<file path="src/rtl/lsu_pkg.sv">
// Shared types and constants for the load/store unit: FSM states, instruction
// and width codes, fault causes, and the legality/alignment check used at issue.
package lsu_pkg;

    typedef enum logic [2:0] {
        IDLE,
        REQ,
        WAIT,
        DONE,
        FAULT
    } lsu_state_t;

    localparam logic [3:0] INST_LOAD  = 4'b0001;
    localparam logic [3:0] INST_STORE = 4'b0010;

    localparam logic [2:0] F3_B  = 3'b000;
    localparam logic [2:0] F3_H  = 3'b001;
    localparam logic [2:0] F3_W  = 3'b010;
    localparam logic [2:0] F3_BU = 3'b100;
    localparam logic [2:0] F3_HU = 3'b101;

    localparam logic [1:0] FAULT_NONE     = 2'b00;
    localparam logic [1:0] FAULT_MISALIGN = 2'b01;
    localparam logic [1:0] FAULT_ILLEGAL  = 2'b10;
    localparam logic [1:0] FAULT_TIMEOUT  = 2'b11;

    // Illegal width codes take priority over misalignment.
    function automatic logic [1:0] access_fault(
        input logic       is_store,
        input logic [2:0] f3,
        input logic [1:0] offset
    );
        logic illegal;
        logic misaligned;
        illegal    = is_store ? (f3 >= 3'b011)
                              : (f3 == 3'b011 || f3 == 3'b110 || f3 == 3'b111);
        misaligned = ((f3 == F3_H || f3 == F3_HU) && offset[0]) ||
                     ((f3 == F3_W) && (offset != 2'b00));
        if (illegal)
            return FAULT_ILLEGAL;
        else if (misaligned)
            return FAULT_MISALIGN;
        return FAULT_NONE;
    endfunction

endpackage

</file>
<file path="src/rtl/lsu_load_align.sv">
// Load-data alignment: moves the addressed byte/halfword down to bit 0 and
// sign- or zero-extends it according to the width code.
module lsu_load_align
    import lsu_pkg::*;
(
    input  logic [31:0] i_rdata,
    input  logic [1:0]  i_offset,
    input  logic [2:0]  i_func3,
    output logic [31:0] o_data
);

    logic [31:0] w_shifted;

    assign w_shifted = i_rdata >> {i_offset, 3'b000};

    // NOTE: o_data gets a default before the case so no path can leave it unassigned (no latch).
    always_comb begin
        o_data = '0;
        case (i_func3)
            F3_B:    o_data = {{24{w_shifted[7]}}, w_shifted[7:0]};
            F3_H:    o_data = {{16{w_shifted[15]}}, w_shifted[15:0]};
            F3_W:    o_data = i_rdata;
            F3_BU:   o_data = {24'b0, w_shifted[7:0]};
            F3_HU:   o_data = {16'b0, w_shifted[15:0]};
            default: o_data = '0;
        endcase
    end

endmodule

</file>
<file path="src/rtl/lsu_controller.sv">
// Multi-cycle load/store sequencer: issues one req/gnt/rvalid bus access per
// memory instruction, stalls the core meanwhile and returns extended load data.
module lsu_controller
    import lsu_pkg::*;
#(
    parameter int TIMEOUT_CYCLES = 64,
    parameter int ADDR_W         = 32
) (
    input  logic              clk,
    input  logic              rst,
    input  logic              start,
    input  logic [3:0]        inst_type,
    input  logic [2:0]        func3,
    input  logic [ADDR_W-1:0] addr,
    input  logic [31:0]       store_data,
    input  logic [4:0]        rd,
    output logic              mem_req,
    output logic              mem_we,
    output logic [ADDR_W-1:0] mem_addr,
    output logic [3:0]        mem_be,
    output logic [31:0]       mem_wdata,
    input  logic              mem_gnt,
    input  logic              mem_rvalid,
    input  logic [31:0]       mem_rdata,
    output logic              stall,
    output logic              done,
    output logic              wb_en,
    output logic [4:0]        wb_rd,
    output logic [31:0]       wb_data,
    output logic              fault,
    output logic [1:0]        fault_cause
);

    localparam int CNT_W = $clog2(TIMEOUT_CYCLES + 1);

    lsu_state_t        r_state;
    lsu_state_t        w_next_state;
    logic              r_is_store;
    logic [2:0]        r_func3;
    logic [ADDR_W-1:0] r_addr;
    logic [4:0]        r_rd;
    logic [31:0]       r_sd;
    logic [1:0]        r_cause;
    logic [31:0]       r_wb_data;
    logic [CNT_W-1:0]  r_cnt;

    logic              w_valid_start;
    logic              w_is_store_in;
    logic [1:0]        w_access_cause;
    logic              w_busy;
    logic              w_complete;
    logic              w_timeout;
    logic [31:0]       w_load_data;

    assign w_valid_start  = start && (inst_type == INST_LOAD || inst_type == INST_STORE);
    assign w_is_store_in  = (inst_type == INST_STORE);
    assign w_access_cause = access_fault(w_is_store_in, func3, addr[1:0]);
    assign w_busy         = (r_state == REQ) || (r_state == WAIT);
    assign w_complete     = ((r_state == REQ) && mem_gnt && (r_is_store || mem_rvalid)) ||
                            ((r_state == WAIT) && mem_rvalid);
    // Completion in the final allowed cycle wins over the timeout.
    assign w_timeout      = w_busy && !w_complete && (r_cnt == CNT_W'(TIMEOUT_CYCLES - 1));

    lsu_load_align u_load_align (
        .i_rdata  (mem_rdata),
        .i_offset (r_addr[1:0]),
        .i_func3  (r_func3),
        .o_data   (w_load_data)
    );

    // NOTE: sequential state uses non-blocking assignments so all registers update together.
    always_ff @(posedge clk or negedge rst) begin
        if (!rst)
            r_state <= IDLE;
        else
            r_state <= w_next_state;
    end

    always_comb begin
        w_next_state = r_state;
        case (r_state)
            IDLE: begin
                if (w_valid_start)
                    w_next_state = (w_access_cause != FAULT_NONE) ? FAULT : REQ;
            end
            REQ: begin
                if (w_complete)
                    w_next_state = DONE;
                else if (w_timeout)
                    w_next_state = FAULT;
                else if (mem_gnt)
                    w_next_state = WAIT;
            end
            WAIT: begin
                if (w_complete)
                    w_next_state = DONE;
                else if (w_timeout)
                    w_next_state = FAULT;
            end
            DONE:    w_next_state = IDLE;
            FAULT:   w_next_state = IDLE;
            default: w_next_state = IDLE;
        endcase
    end

    always_ff @(posedge clk or negedge rst) begin
        if (!rst) begin
            r_is_store <= 1'b0;
            r_func3    <= '0;
            r_addr     <= '0;
            r_rd       <= '0;
            r_sd       <= '0;
            r_cause    <= FAULT_NONE;
            r_wb_data  <= '0;
            r_cnt      <= '0;
        end else begin
            if ((r_state == IDLE) && w_valid_start) begin
                r_is_store <= w_is_store_in;
                r_func3    <= func3;
                r_addr     <= addr;
                r_rd       <= rd;
                r_sd       <= store_data;
                r_cause    <= w_access_cause;
                r_cnt      <= '0;
            end else if (w_busy) begin
                r_cnt <= r_cnt + 1'b1;
            end
            if (w_timeout)
                r_cause <= FAULT_TIMEOUT;
            if (w_complete && !r_is_store)
                r_wb_data <= w_load_data;
        end
    end

    always_comb begin
        mem_req     = 1'b0;
        mem_we      = 1'b0;
        mem_addr    = '0;
        mem_be      = 4'b0000;
        mem_wdata   = '0;
        done        = 1'b0;
        wb_en       = 1'b0;
        fault       = 1'b0;
        fault_cause = FAULT_NONE;
        stall       = rst && (((r_state == IDLE) && w_valid_start) || w_busy);
        case (r_state)
            REQ: begin
                mem_req  = 1'b1;
                mem_we   = r_is_store;
                mem_addr = {r_addr[ADDR_W-1:2], 2'b00};
                case (r_func3)
                    F3_B, F3_BU: begin
                        mem_be    = 4'b0001 << r_addr[1:0];
                        mem_wdata = {4{r_sd[7:0]}};
                    end
                    F3_H, F3_HU: begin
                        mem_be    = 4'b0011 << r_addr[1:0];
                        mem_wdata = {2{r_sd[15:0]}};
                    end
                    default: begin
                        mem_be    = 4'b1111;
                        mem_wdata = r_sd;
                    end
                endcase
            end
            DONE: begin
                done  = 1'b1;
                wb_en = !r_is_store && (r_rd != 5'd0);
            end
            FAULT: begin
                done        = 1'b1;
                fault       = 1'b1;
                fault_cause = r_cause;
            end
            default: ;
        endcase
    end

    assign wb_rd   = r_rd;
    assign wb_data = r_wb_data;

endmodule

</file>
<file path="config.mk">
export PLATFORM = sky130hd
export DESIGN_NAME = lsu_controller
export DESIGN_NICKNAME = d
export VERILOG_FILES = /design/src/rtl/lsu_pkg.sv /design/src/rtl/lsu_load_align.sv /design/src/rtl/lsu_controller.sv
export SDC_FILE = /design/constraint.sdc
export NUM_CORES = 1
export LEC_CHECK = 0
export ABC_CLOCK_PERIOD_IN_PS = 2600
export CAP_MARGIN = 20
export CELL_PAD_IN_SITES_DETAIL_PLACEMENT = 1
export CELL_PAD_IN_SITES_GLOBAL_PLACEMENT = 2
export CORE_MARGIN = 2
export CORE_UTILIZATION = 27
export CTS_BUF_LIST = sky130_fd_sc_hd__clkbuf_8
export CTS_CLUSTER_DIAMETER = 60
export DETAILED_ROUTE_END_ITERATION = 8
export PLACE_DENSITY = 0.86
export SLEW_MARGIN = 20
export SYNTH_ARGS = -nofsm -noshare
export SYNTH_HDL_FRONTEND = slang
export SYNTH_HIERARCHICAL = 1
export SYNTH_SLANG_ARGS = --single-unit
</file>
<file path="constraint.sdc">
create_clock -name clk -period 2.6 [get_ports clk]
set_clock_uncertainty 0.1 [all_clocks]
set_input_delay 0.65 -clock clk [delete_from_list [all_inputs] [get_ports clk]]
set_output_delay 0.65 -clock clk [all_outputs]
set_load 0.1 [all_outputs]
</file>
**Word level (Yosys, flattened, before mapping)**

Cells that the tools add are included.

- Flip-flop bits (word level): 117
- Logic and storage cells: 98

- $lt $le $gt $ge: 1
- Shift-type cells: 3
- Reductions and logical operators: 34
- Multiplexer cells: 30
- Add/subtract/negate cells: 1
- Equal/unequal tests: 20

Operators with widths:

| operator | count |
|---|---|
| case mux 32 bit (5 select lines) | 1 |
| 2-to-1 mux 32 bit | 2 |
| case mux 32 bit (2 select lines) | 1 |
| >> shifter 32 x 5 -> 16 bit | 1 |
| 2-to-1 mux 3 bit | 7 |
| equality test 3 bit, second input constant | 6 |
| equality test 3 x 2 -> 1 bit, second input constant | 5 |
| 2-to-1 mux 7 bit | 2 |
| logical AND 1 bit | 12 |
| 2-to-1 mux 2 bit | 6 |
| equality test 3 x 1 -> 1 bit, second input constant | 3 |
| logical OR 1 bit | 9 |
| case mux 3 bit (3 select lines) | 1 |
| 2-to-1 mux 1 bit | 8 |
| case mux 4 bit (2 select lines) | 1 |
| nonzero test 2 bit | 4 |
| adder 7 x 1 -> 7 bit, second input constant | 1 |
| equality test 7 x 6 -> 1 bit, second input constant | 1 |
| logical NOT 3 bit | 2 |
| OR reduction 2 bit | 3 |
| nonzero test 5 bit | 1 |
| equality test 4 x 1 -> 1 bit, second input constant | 1 |
| equality test 4 x 2 -> 1 bit, second input constant | 1 |
| 2-to-1 mux 4 bit | 1 |
| other kinds (8) | 9 |

**Depth between registers and ports, before layout**

- Word-level depth: 11
- Gate-level depth with buffers: 7
- Gate-level depth less buffers: 5

**Modules after synthesis**

The synthesis kept the hierarchy.

Modules (own cells, without submodules):

| module | instances | seq. area each (um^2) | cells each | area each (um^2) |
|---|---|---|---|---|
| lsu_controller | 1 | 2,927.8 | 618 | 5,585.4 |
| lsu_load_align | 1 | 0.0 | 114 | 837.1 |

**Worst setup path after synthesis**

Ideal clock, no wire load.

- Path kind: flip-flop to output port
- Start point: register r_rd[1] (netlist: wb_rd[1])
- End point: output port wb_en
- Required time: 1.850 ns
- Stages on the path, launching flop included: 3
- Slack: -3.960 ns
- Data arrival time: 5.810 ns
- Cells stage by stage: dfrtp_1 -> nor3_1 -> a2111oi_0

- Cells in the longest elaborated chain, start to end: 3

RTL lines:

| item | RTL line | source |
|---|---|---|
| from (decl) | lsu_controller.sv:41 | `logic [4:0] r_rd;` |
| from (signal assigned) | lsu_controller.sv:121 | `r_rd <= rd;` |
| nonzero test 5 bit | lsu_controller.sv:168 | `wb_en = !r_is_store && (r_rd != 5'd0);` |
| logical AND 1 bit | lsu_controller.sv:168 |  |
| 2-to-1 mux 1 bit | lsu_controller.sv:146 | `case (r_state)` |
| to (decl) | lsu_controller.sv:27 | `output logic wb_en,` |

Every way passes these cells.

**Final worst setup path**

- Start point: input port start
- End point: output port stall

- Cells in the longest elaborated chain, start to end: 4

RTL lines:

| item | RTL line | source |
|---|---|---|
| from (decl) | lsu_controller.sv:11 | `input logic start,` |
| logical AND 1 bit | lsu_controller.sv:55 | `assign w_valid_start = start && (inst_type == INST_LOAD \|\| inst_type == INST_STORE);` |
| logical AND 1 bit | lsu_controller.sv:145 | `stall = rst && (((r_state == IDLE) && w_valid_start) \|\| w_busy);` |
| logical OR 1 bit | lsu_controller.sv:145 |  |
| logical AND 1 bit | lsu_controller.sv:145 |  |
| to (decl) | lsu_controller.sv:25 | `output logic stall,` |

Every way passes these cells.

==> results_tabular.tex <==
\begin{tabular}{lr}
\hline
Metric & Value \\
\hline
\multicolumn{2}{l}{\textbf{Clocking}} \\
Count of H-tree levels built during CTS & 4 \\
Buffer cell driving the clock tree root & sky130\_fd\_sc\_hd\_\_clkbuf\_8 \\
Worst skew pair latency & 0.43 ns \\
TritonCTS clock tree & yes \\
TritonCTS Sinks & 117 \\
Number of buffers on the longest clock path & 2 \\
TritonCTS buffer count & 17 \\
Clock slew at the register clock pins of the worst setup and hold paths & 0.08 ns \\
Count of hold buffers inserted by post-cts repair & 0 \\
\multicolumn{2}{l}{\textbf{Run status}} \\
Violations in the final reports & setup timing \\
Run status & complete, but fails checks \\
\multicolumn{2}{l}{\textbf{Timing}} \\
Final hold slack & 0.3269 ns \\
Unrepaired setup endpoints after global routing & yes \\
Fraction of the cycle the final worst path needs & 100.2\% \\
Max-Slew Margin vs Limit & 56.54\% \\
Final hold viol count & 0 \\
Minimum clock period & 2.606 ns \\
Actual transition at the worst max-transition pin & 0.6518 ns \\
Final number of max-transition violations & 0 \\
Setup violation total in the final timing report & 1 \\
Final critical-path setup slack & -0.005601 ns \\
Achievable frequency & 383.8 MHz \\
\multicolumn{2}{l}{\textbf{Setup path}} \\
Setup crit end kind & primary output \\
RR Endpoint & wb\_data[2] \\
Arrival time of the worst setup path & 1.86 ns \\
Slack of the worst reg-to-reg path & 0.47 ns \\
Worst path required time & 1.85 ns \\
Count of cells along the worst register-to-register path & 4 \\
Worst setup SP type & input port \\
Launch instance of the worst register-to-register path & r\_addr[0] \\
Critical setup path kind & in -> out \\
Maximum fanout along the worst path & 2 \\
\multicolumn{2}{l}{\textbf{GRT}} \\
Leftover overflow at the end of global routing & 0 \\
Number of antenna violations at the first check in global routing & 1 \\
Global router's overall resource usage & 19.43\% \\
Number of global-route vias before repair & 6678 \\
Largest net degree at the start of global routing & 118 \\
Global-route wire length before repair & 37.38 mm \\
\multicolumn{2}{l}{\textbf{Floorplan}} \\
Die Height & 158.2 µm \\
Ports placed on the boundary & 226 \\
Placement row count & 56 \\
Initial Util & 27.44\% \\
Floorplan die width & 158.2 µm \\
Area of the core & 23400 µm² \\
Full die area & 25040 µm² \\
\multicolumn{2}{l}{\textbf{Detailed routing}} \\
Routed wirelength normalized by instance count & 18.36 µm \\
Total routed wirelength & 23.83 mm \\
Antenna violation net count after detailed routing & 0 \\
Vias after detailed routing & 6217 \\
Drt via density & 4.790 \\
Detailed Routing Iterations Pass 1 & 6 \\
DRT iter0 DRCs & 224 \\
Count of unresolved DRC violations after routing & 0 \\
\multicolumn{2}{l}{\textbf{Power and ir drop}} \\
Worst-case vdd ir drop & 683.1 µV \\
Static leakage power & 0.004795 µW \\
Power density of the placed cells & 1336 nW/µm² \\
\multicolumn{2}{l}{\textbf{Layout}} \\
Diodes inserted & 0 \\
Multi-input logic area & 3592 µm² \\
Nets & 1080 \\
Number of fillers in the final layout & 2629 \\
Share of cells above drive strength 1 & 30.23\% \\
Area taken by flip-flops and latches & 2944 µm² \\
Area overhead of the layout relative to synthesis & 66.84\% \\
Layout Utilization & 45.79\% \\
Final std cell area, no fill & 10720 µm² \\
\multicolumn{2}{l}{\textbf{Synth}} \\
Mean post-synth cell area & 8.774 µm² \\
Commonest register cell after synthesis & sky130\_fd\_sc\_hd\_\_dfrtp\_1 \\
Netlist cell types & 58 \\
Portion of the post-synthesis area used by sequential elements & 45.59\% \\
Gate count after technology mapping & 732 \\
Number of warnings printed during yosys synthesis & 6 \\
Synth Cell Area & 6422 µm² \\
Number of enable-type register cells in the synthesized netlist & 0 \\
Fraction of synthesis flops using an asynchronous set or reset pin & 100.0\% \\
Number of flip-flops and latches in the synthesized netlist & 117 \\
\multicolumn{2}{l}{\textbf{Job}} \\
Count of max-cap constraint violations & 0 \\
\multicolumn{2}{l}{\textbf{Place}} \\
HPWL after detailed placement & 17.45 mm \\
Gpl congestion & 0.7806 \\
Instance area after placement & 10000 µm² \\
PortBufs & 223 \\
\multicolumn{2}{l}{\textbf{Hold path}} \\
Type of the most critical hold path & in -> async \\
\hline
\end{tabular}
-- worst max-delay path: stages --
cell	delay (ns)
sky130_fd_sc_hd__clkdlybuf4s50_1	0.46
sky130_fd_sc_hd__nor3b_4	0.21
sky130_fd_sc_hd__and3_4	0.22
sky130_fd_sc_hd__o21a_2	0.14
sky130_fd_sc_hd__buf_12	0.17
-- synth_stat cells, types with 5 or more instances --
cell / n / share of area (%)
sky130_fd_sc_hd__o21ai_0: 15 / 1.2
sky130_fd_sc_hd__nor2b_1: 7 / 0.68
sky130_fd_sc_hd__a21oi_1: 27 / 2.1
sky130_fd_sc_hd__buf_4: 5 / 0.58
sky130_fd_sc_hd__nor2_1: 42 / 2.5
sky130_fd_sc_hd__xnor2_1: 6 / 0.82
sky130_fd_sc_hd__nand3b_1: 6 / 0.70
sky130_fd_sc_hd__clkbuf_1: 24 / 1.4
sky130_fd_sc_hd__o21ai_1: 17 / 1.3
sky130_fd_sc_hd__nand2_1: 256 / 15
sky130_fd_sc_hd__buf_6: 6 / 1.1
sky130_fd_sc_hd__nor3b_1: 6 / 0.70
sky130_fd_sc_hd__buf_2: 17 / 1.3
sky130_fd_sc_hd__a22o_1: 5 / 0.68
sky130_fd_sc_hd__and3_1: 42 / 4.1
sky130_fd_sc_hd__dfrtp_1: 117 / 46
sky130_fd_sc_hd__mux2i_1: 22 / 3.4
sky130_fd_sc_hd__inv_1: 5 / 0.29
sky130_fd_sc_hd__nor3_1: 5 / 0.39
sky130_fd_sc_hd__mux2_2: 32 / 5.6
sky130_fd_sc_hd__a211o_1: 7 / 0.95
-- through the flow --
step	setup TNS [ns]	power, µW	setup slack, ns	cells
after floorplan	-2.675	9395	-0.1707	733
after global placement	-0.004243	12030	-0.004243	1262
after detailed placement	-0.3879	12190	-0.1126	1262
after CTS	-0.07012	14300	-0.01381	1296
after global routing	-1.483	15100	-0.05428	1298
final	-0.005601	14320	-0.005601	1298
-- cell usage in the layout, fill, tap and decap left out, types with 15 or more instances in the layout --
cell / count
sky130_fd_sc_hd__nand2_1: 255
sky130_fd_sc_hd__dfrtp_1: 108
sky130_fd_sc_hd__clkdlybuf4s50_1: 107
sky130_fd_sc_hd__buf_12: 80
sky130_fd_sc_hd__buf_4: 72
sky130_fd_sc_hd__and3_1: 35
sky130_fd_sc_hd__mux2_2: 32
sky130_fd_sc_hd__nor2_1: 23
sky130_fd_sc_hd__mux2i_1: 22
sky130_fd_sc_hd__clkbuf_8: 18
sky130_fd_sc_hd__nor2_4: 17
sky130_fd_sc_hd__o21ai_1: 17
sky130_fd_sc_hd__o21ai_0: 15
-- layout make-up --
| cell class | count | share of cell area, % |
|---|---|---|
| multi-input combinational | 556 | 33.52 |
| timing repair buffer | 269 | 31.01 |
| sequential | 117 | 27.48 |
| tap | 319 | 3.725 |
| clock buffer | 18 | 2.312 |
| clock inverter | 14 | 1.740 |
| inverter | 5 | 0.2102 |
-- worst max path at each step --
stage,cells after the start,start,slack (ns),endpoint
2_1_floorplan,2,wb_rd[1],-0.17,wb_en
3_3_place_gp,5,start,-0.004,stall
3_5_place_dp,5,inst_type[3],-0.11,stall
4_1_cts,5,r_state[1],-0.01,mem_wdata[3]
5_1_grt,4,r_state[1],-0.05,mem_addr[3]
6_report,5,start,-0.006,stall
-- per-layer routing --
layer	GRT usage, %	wire length, µm
met3	7.473	2160
met5	0	13
met2	32.42	11450
met4	5.105	404
met1	23.49	9802
-- cells by family after synthesis --
logic type | Yosys count | synth area share [%]
other | 1 | 0.05839
AOI/OAI and AO/OA | 100 | 10.33
and+or+nand+nor | 383 | 26.42
buffers and inverters | 60 | 4.832
DFF | 117 | 45.59
xor gates and xnor gates | 8 | 1.208
muxes | 62 | 11.38
adders and majority gates | 1 | 0.1948
-- state kept, by name (all words and copies together), names as in the netlist --
register    cells
wb_rd           5
r_addr         32
wb_data        32
r_cnt           7
r_sd           32
r_func3         3
r_is_store      1
r_cause         2
r_state         3
-- where the power goes --
| part | internal (µW) | total (µW) | switching [µW] |
|---|---|---|---|
| Combinational | 3030 | 9130 | 6100 |
| Sequential | 2650 | 3310 | 666 |
| Clock | 1060 | 1870 | 811 |
| Total | 6740 | 14300 | 7570 |
-- repair_timing --
action	4_1_cts	5_1_grt
gates resized for setup	37	20
pin swaps	3	5
setup buffers	2	3
endpoints found under the setup margin	70	65
Note: power is estimated with default switching activity, not from simulation.
